--- src/rtl/key_event_gen.sv ---
`default_nettype none
// ============================================================================
//  Module   : key_event_gen
//  Purpose  : Turns four raw push-button levels (left, right, rotate, start)
//             into debounced levels and single-cycle key events.
//             left/right auto-repeat while held; rotate/start fire once per
//             press. Simultaneous left+right is treated as a conflict and
//             suppresses left/right events.
//  Revision : 1.0 - initial release
// ----------------------------------------------------------------------------
//  Ports
//    clk_i      in   1  clock, rising edge
//    reset_n_i  in   1  asynchronous active-low reset (deassert synchronously
//                       outside this block)
//    left_i     in   1  raw button level, active-high, asynchronous
//    right_i    in   1  raw button level, active-high, asynchronous
//    rotate_i   in   1  raw button level, active-high, asynchronous
//    start_i    in   1  raw button level, active-high, asynchronous
//    left_o     out  1  registered single-cycle event pulse
//    right_o    out  1  registered single-cycle event pulse
//    rotate_o   out  1  registered single-cycle event pulse
//    start_o    out  1  registered single-cycle event pulse
//    level_o    out  4  registered debounced levels {start,rotate,right,left}
// ============================================================================
module key_event_gen #(
    parameter int debounce_cycles_p = 16,
    parameter int repeat_delay_p    = 32,
    parameter int repeat_rate_p     = 8
) (
    input  logic       clk_i,
    input  logic       reset_n_i,
    input  logic       left_i,
    input  logic       right_i,
    input  logic       rotate_i,
    input  logic       start_i,
    output logic       left_o,
    output logic       right_o,
    output logic       rotate_o,
    output logic       start_o,
    output logic [3:0] level_o
);

    localparam int deb_w   = $clog2(debounce_cycles_p + 1);
    localparam int rep_max = (repeat_delay_p > repeat_rate_p) ? repeat_delay_p : repeat_rate_p;
    localparam int rep_w   = $clog2(rep_max + 1);

    localparam logic [deb_w-1:0] deb_limit = deb_w'(debounce_cycles_p);
    localparam logic [rep_w-1:0] rep_delay = rep_w'(repeat_delay_p);
    localparam logic [rep_w-1:0] rep_rate  = rep_w'(repeat_rate_p);

    typedef enum logic [1:0] {
        IDLE   = 2'd0,
        HELD   = 2'd1,
        REPEAT = 2'd2
    } key_state_t;

    logic [3:0] raw;
    logic [3:0] sync_q1;
    logic [3:0] sync_q2;
    logic [3:0] flip;
    logic [3:0] level_next;
    logic [3:0] rise;
    logic [3:0] fall;
    logic [3:0] pulse_q;
    logic       conflict_now;
    logic       conflict_next;
    logic       conflict_hold;

    assign raw = {start_i, rotate_i, right_i, left_i};

    // Two-flop synchronizer on every raw input.
    always_ff @(posedge clk_i or negedge reset_n_i) begin
        if (!reset_n_i) begin
            sync_q1 <= 4'b0;
            sync_q2 <= 4'b0;
        end else begin
            sync_q1 <= raw;
            sync_q2 <= sync_q1;
        end
    end

    // Debounced levels toggle on the edge after a counter hits its limit.
    always_ff @(posedge clk_i or negedge reset_n_i) begin
        if (!reset_n_i) begin
            level_o <= 4'b0;
        end else begin
            level_o <= level_next;
        end
    end

    assign level_next = level_o ^ flip;
    assign rise       = flip & ~level_o;
    assign fall       = flip & level_o;

    // The conflict window covers both the cycle the second key's level rises
    // (so its press is suppressed) and the cycle the conflict ends (so the
    // surviving key restarts its repeat timing from zero at that edge).
    assign conflict_now  = level_o[0] & level_o[1];
    assign conflict_next = level_next[0] & level_next[1];
    assign conflict_hold = conflict_now | conflict_next;

    genvar k;
    generate
        for (k = 0; k < 4; k++) begin : g_key
            // Only left (0) and right (1) auto-repeat and take part in the conflict.
            localparam bit is_lr = (k < 2);

            logic [deb_w-1:0] deb_cnt;
            key_state_t       state_q;
            key_state_t       state_d;
            logic [rep_w-1:0] rcnt_q;
            logic [rep_w-1:0] rcnt_d;
            logic [rep_w-1:0] rcnt_inc;
            logic             pulse_d;

            always_ff @(posedge clk_i or negedge reset_n_i) begin
                if (!reset_n_i) begin
                    deb_cnt <= '0;
                end else if (deb_cnt == deb_limit) begin
                    deb_cnt <= '0;
                end else if (sync_q2[k] != level_o[k]) begin
                    deb_cnt <= deb_cnt + 1'b1;
                end else begin
                    deb_cnt <= '0;
                end
            end

            assign flip[k]  = (deb_cnt == deb_limit);
            assign rcnt_inc = rcnt_q + 1'b1;

            always_ff @(posedge clk_i or negedge reset_n_i) begin
                if (!reset_n_i) begin
                    state_q    <= IDLE;
                    rcnt_q     <= '0;
                    pulse_q[k] <= 1'b0;
                end else begin
                    state_q    <= state_d;
                    rcnt_q     <= rcnt_d;
                    pulse_q[k] <= pulse_d;
                end
            end

            // rcnt_q holds the number of cycles since the last pulse (or since
            // the conflict ended), so a pulse is due when rcnt_q+1 reaches the
            // interval. It never wraps because it resets on every pulse.
            always_comb begin
                state_d = state_q;
                rcnt_d  = rcnt_q;
                pulse_d = 1'b0;
                case (state_q)
                    IDLE: begin
                        rcnt_d = '0;
                        if (rise[k]) begin
                            state_d = HELD;
                            pulse_d = !(is_lr && conflict_next);
                        end
                    end
                    HELD, REPEAT: begin
                        if (fall[k]) begin
                            state_d = IDLE;
                            rcnt_d  = '0;
                        end else if (is_lr && conflict_hold) begin
                            state_d = HELD;
                            rcnt_d  = '0;
                        end else if (is_lr) begin
                            if ((state_q == HELD && rcnt_inc == rep_delay) ||
                                (state_q == REPEAT && rcnt_inc == rep_rate)) begin
                                state_d = REPEAT;
                                rcnt_d  = '0;
                                pulse_d = 1'b1;
                            end else begin
                                rcnt_d = rcnt_inc;
                            end
                        end
                    end
                    default: begin
                        state_d = IDLE;
                        rcnt_d  = '0;
                    end
                endcase
            end
        end
    endgenerate

    assign left_o   = pulse_q[0];
    assign right_o  = pulse_q[1];
    assign rotate_o = pulse_q[2];
    assign start_o  = pulse_q[3];

endmodule
`default_nettype wire

--- config.mk ---
export PLATFORM = sky130hd
export DESIGN_NAME = key_event_gen
export DESIGN_NICKNAME = d
export VERILOG_FILES = /design/src/rtl/key_event_gen.sv
export SDC_FILE = /design/constraint.sdc
export NUM_CORES = 1
export LEC_CHECK = 0
export ABC_AREA = 0
export CORE_MARGIN = 2
export CORE_UTILIZATION = 51
export DETAILED_ROUTE_END_ITERATION = 8
export PLACE_DENSITY_LB_ADDON = 0.15
export SLEW_MARGIN = 0
export SYNTH_ARGS = -nofsm -noshare
export SYNTH_HDL_FRONTEND = slang
export SYNTH_SLANG_ARGS = --single-unit
--- constraint.sdc ---
create_clock -name clk_i -period 2.7 [get_ports clk_i]
set_clock_uncertainty 0.2 [all_clocks]
set_input_delay 0.27 -clock clk_i [delete_from_list [all_inputs] [get_ports clk_i]]
set_output_delay 0.27 -clock clk_i [all_outputs]
set_load 0.005 [all_outputs]
[Yosys cells after proc, flatten, opt, wreduce, memory -nomap -nowiden]
Index checks and enable logic that the tools add are counted.
W data, S select, Z words.
Storage, ports and cells
  flip-flop bits (word level): 56
  output and inout port bits: 8
  word-level logic and storage cells: 123
Cells by class
  $add $sub $neg: 6
  equal/unequal tests: 28
  mux-type cells: 46
  bitwise logic cells: 7
  reduce and logical (&&, ||, !) cells: 19
Operators by type and width (number)
  $mux W6: 8
  $mux W5: 8
  $mux W2: 12
  $add A5 B1 Y5 const B: 4
  $eq A5 B5 Y1 const B: 4
  $pmux W2 S2: 4
  $add A6 B1 Y6 const B: 2
  $eq A6 B4 Y1 const B: 2
  $eq A6 B6 Y1 const B: 2
  $mux W1: 12
  $ne A2 B2 Y1 const B: 6
  $and A4 B4 Y4: 2
  $eq A2 B1 Y1 const B: 4
  $eq A2 B2 Y1 const B: 4
  $logic_not A2 Y1: 4
  $ne A4 B4 Y1 const B: 2
  $reduce_and A2 Y1: 4
  $reduce_or A2 Y1: 4
  $logic_and A1 B1 Y1: 4
  $ne A1 B1 Y1: 4
  $not A4 Y4: 1
  $pmux W1 S2: 2
  $xor A4 B4 Y4: 1
  $and A1 B1 Y1: 2
  3 further kinds: 4

[Longest topological paths before layout]
Gate-level depths: netlist of run 1.
  depth after elaboration: 8
  mapped depth: 10

[Worst setup path after synthesis of run 1]
Ideal clock, no wire load.
  path type: register -> register
  from: reg g_key[0].deb_cnt[0]
  to: reg g_key[1].state_q[0]
  arrival time: 2109 ps
  data required time: 2361 ps
  slack: 251 ps
  stages on the path, launching flop included: 11
  path buffers: 0
  period minus slack after synthesis: 2449 ps
  cell sequence: dfrtp_1 inv_1 ha_1 nand4bb_1 inv_1 ha_1 a2bb2oi_1 nor2b_1 a211oi_1 a311oi_1 o211ai_1
Between the ends
  longest elaborated chain between the ends: 7
Ends and longest elaborated chain
  start: declaration: RTL line 108  | logic [deb_w-1:0] deb_cnt;
  start signal: assignment: RTL line 122  | deb_cnt <= deb_cnt + 1'b1;
  $eq A5 B5 Y1 *: RTL line 128  | assign flip[k] = (deb_cnt == deb_limit);
  $xor A4 B4 Y4 *: RTL line 91  | assign level_next = level_o ^ flip;
  $and A1 B1 Y1 *: RTL line 99  | assign conflict_next = level_next[0] & level_next[1];
  $or A1 B1 Y1 *: RTL line 100  | assign conflict_hold = conflict_now | conflict_next;
  $mux W2: RTL line 162  | end else if (is_lr && conflict_hold) begin
  $mux W2: RTL line 159  | if (fall[k]) begin
  $pmux W2 S2: RTL line 150  | case (state_q)
  end signal: assignment: RTL line 137  | state_q <= state_d;
  end: declaration: RTL line 109  | key_state_t state_q;
Every way passes the cells marked *; elsewhere a longest branch is shown, timed or not.
A chain may end at the register's enable or synchronous reset.

[Worst setup path in the final report of run 1]
Ends and elaborated chain as after synthesis.

==> flow_metrics.tcl, run 1 <==
set metrics [dict create \
    status "complete, no violations" \
    start_util_pct 53.41 \
    core_area_sq_mm 0.005140 \
    drtIter0Drc 77 \
    grt_pass1_wl_um 7541 \
    route.met3.wl_um 112 \
    synthTopCellsByArea "dfrtp_1 49%, ha_1 13%, xor2_1 5.7%" \
    fin_nets 311 \
    post_dp_cell_area_sq_mm 0.002948 \
    ctsHtreeMaxLevel 2 \
    vias_per_cell 5.006 \
    first_global_vias 1737 \
    period_share_pct 92.06 \
    worstSkewPairLatency_ns 0.30 \
    clkPwrFrac_pct 32.5 \
    worst_setup_path_end_kind "register" \
    synth-main-ff-cell "dfrtp_1" \
    worstSetupStartpointType "register" \
    synth-seq-area-share_pct 49.23 \
    timing.final.crit_period_ns 2.486 \
    routed.top_layer "met4" \
    fillers 460 \
    clock-sinks 54 \
    hold_class "reg2reg" \
    wl_um 4079 \
    drc_errors 0 \
    antenna_found_initial 0 \
    place.gp.congestion 0.8007 \
    netlist_area_sq_mm 0.002745 \
    max_slew_margin_pct 72.53 \
    syn_nets 291 \
    yosysUniqueCellTypes 43 \
    syn_inst 257 \
    rsz0062_at_grt "false" \
    avgRoutedWirePerCell_um 11.72 \
    crit_fanout 5 \
    die_y_um 77.37 \
    final_area_sq_mm 0.003054 \
    cts-buffers-inserted 5 \
    final_hold_viol_count 0 \
    crit_type "reg2reg" \
    setup_violations 0 \
    synth.top_cell.area_share_pct 49.23 \
    row_count 26 \
    syn_avg_cell_area_sq_um 10.68 \
    dieArea_sq_mm 0.005985 \
    synthArstFlopShare_pct 100.0 \
    total_leakage_power_nw 1.484 \
    wl_met1_um 1945 \
    p_sw_uw 308.8 \
    synth_edf_count 0 \
    clk_pin_slew_ns 0.09 \
    ant_nets 0 \
    cp.required_ns 2.73 \
    clock_path_buffers 2 \
    fmax_ghz 0.4023 \
    wl_met2_um 1949 \
    comb_power_share_pct 4.9 \
    ir_drop_uv 357.9 \
    ys_warn_count 0 \
    port_buffers 13 \
    layout-drive-gt1-share_pct 6.475 \
    post-route-util_pct 59.42 \
    switching_share_pct 22.90 \
    synth-seq-cells 54 \
    p_int_mw 1.040 \
    syn2layout_area_growth_pct 11.26 \
    postCtsSetupRepairBufs 0 \
    tightest_slew_ns 0.4114 \
    die_x_um 77.37 \
    grt_util_all_layers_pct 15.62 \
    clock-root-buffer "clkbuf_8" \
    grt_max_degree 23 \
    tns_ns 0 \
    power_density_mw_per_mm2 441.5 \
    tritoncts "built" \
    ios 14 \
    vias 1742 \
    drt_pass1_iterations 4 \
    hpwl_um 3070 \
    yosysTopAreaCell "dfrtp_1" \
    arrival_ns 2.51 \
    seq_power_share_pct 62.6 \
    overflow 0 \
    drv_cap 0 \
    diodes 0 \
    slew_viol_final 0 \
]
worst paths after layout:
check / from / depth (start not counted) / endpoint / slack (ns)
min reg2reg: sync_q1[0]$_DFF_PN0_ / 0 / sync_q2[0]$_DFF_PN0_ / 0.16
min: sync_q1[0]$_DFF_PN0_ / 0 / sync_q2[0]$_DFF_PN0_ / 0.16
max: g_key[0].deb_cnt[0]$_DFF_PN0_ / 10 / g_key[1].state_q[0]$_DFFE_PN0P_ / 0.21
min in group asynchronous: reset_n_i / 2 / g_key[3].deb_cnt[1]$_DFF_PN0_ / 0.21
max reg2reg: g_key[0].deb_cnt[0]$_DFF_PN0_ / 10 / g_key[1].state_q[0]$_DFFE_PN0P_ / 0.21
max in group asynchronous: reset_n_i / 3 / g_key[0].rcnt_q[4]$_DFF_PN0_ / 1.46
critical path: stages (launching register included):
cell	delay (ns)
dfrtp_1	0.40
inv_1	0.06
ha_1	0.19
nand4bb_1	0.13
inv_1	0.08
ha_1	0.35
a2bb2oi_2	0.23
or3b_2	0.48
a21oi_1	0.14
a311oi_1	0.06
o211ai_1	0.11
synthesized netlist by cell type, types with 2 or more instances:
master      n
nand2b_1    5
nand2_1    10
a2bb2oi_1   2
nor3_1      3
nand4bb_1   3
dfrtp_1    54
nand3_1    14
xor2_1     18
a21oi_1     6
or3_1       3
o211ai_1    2
o31ai_1     2
and3_1      5
ha_1       28
nor2_1     34
xnor2_1     9
nor2b_1     4
nand4_1     3
inv_1      27
buf_6       2
layout make-up:
class                   count  area, sq um  area share, %
clock buffers               5        68.82          2.253
multi-input cells         172         1266          41.46
well taps                  70        87.58          2.868
repair buffers             17        157.7          5.162
inverters                  27        101.3          3.318
clock inverters             3        21.27         0.6964
flip-flops and latches     54         1351          44.24
power groups by stage:
| stage | sequential, mW | combinational (mW) | clock, mW |
|---|---|---|---|
| global route | 0.848 | 0.0788 | 0.504 |
| floorplan | 0.858 | 0.0335 | 0 |
| CTS | 0.845 | 0.0695 | 0.463 |
| finish | 0.844 | 0.0662 | 0.438 |
| detailed placement | 0.861 | 0.0681 | 0 |
| global placement | 0.860 | 0.0650 | 0 |
sequential cells by signal, indices dropped and copies added, names as in the netlist:
signal and flops:
g_key.rcnt_q 12, left_o 1, sync_q1 4, rotate_o 1, sync_q2 4, start_o 1
level_o 4, right_o 1, g_key.state_q 6, g_key.deb_cnt 20
placed cells by master (no fill, tap or decap), drive strengths merged, types with 5 or more instances in the layout:
cell / instances
a21oi: 6
and3: 5
clkbuf: 5
clkdlybuf4s50: 12
dfrtp: 54
ha: 28
inv: 27
nand2: 10
nand2b: 5
nand3: 14
nor2: 34
xnor2: 9
xor2: 18
metrics by stage:
stage | worst slack (ns) | std cells | hold WS [ns] | total power, mW
floorplan | 0.2514 | 257 | -0.2256 | 0.8911
global placement | 0.2015 | 339 | 0.02074 | 0.9250
detailed placement | 0.1038 | 339 | 0.02544 | 0.9288
CTS | 0.08349 | 348 | 0.1583 | 1.377
global route | 0.04427 | 348 | 0.1665 | 1.432
finish | 0.2145 | 348 | 0.1554 | 1.349
per-layer routing:
layer  track usage (%)  up-vias
met3             3.488        9
met5                 0        -
met2             24.87       18
met1             20.83      830
met4             6.250        0
li1                  -      885
what timing repair did:
item | CTS | global route
hold endpoints to repair | 16 | 0
hold buffers | 1 | 0
resized for setup | 0 | 1
setup endpoints to repair | 0 | 2
logic make-up (layout without fill, tap and decap cells):
group           count (synthesis)  count (layout)  synth area share (%)
simple gates                   94              94                 17.87
flops                          54              54                 49.23
buf+inv                        31              52                 4.877
fa+ha+maj                      28              28                 12.76
xor+xnor                       27              27                 8.615
compound gates                 22              22                 6.290
mux                             1               1                0.3646
Note: power is estimated with default switching activity, not from simulation.
==> inputs of run 2 (changes only) <==
--- a/config.mk
+++ b/config.mk
@@ -5,7 +5,6 @@
 export SDC_FILE = /design/constraint.sdc
 export NUM_CORES = 1
 export LEC_CHECK = 0
-export ABC_AREA = 0
 export CORE_MARGIN = 2
 export CORE_UTILIZATION = 51
 export DETAILED_ROUTE_END_ITERATION = 8
==> results of run 2 <==
Final layout, timing and power as in run 1 (identical DEF).
==> inputs of run 3 (changes only) <==
--- a/config.mk
+++ b/config.mk
@@ -5,6 +5,7 @@
 export SDC_FILE = /design/constraint.sdc
 export NUM_CORES = 1
 export LEC_CHECK = 0
+export CAP_MARGIN = 15
 export CORE_MARGIN = 2
 export CORE_UTILIZATION = 51
 export DETAILED_ROUTE_END_ITERATION = 8
==> results of run 3 <==
Final layout, timing and power as in run 1 (identical DEF).
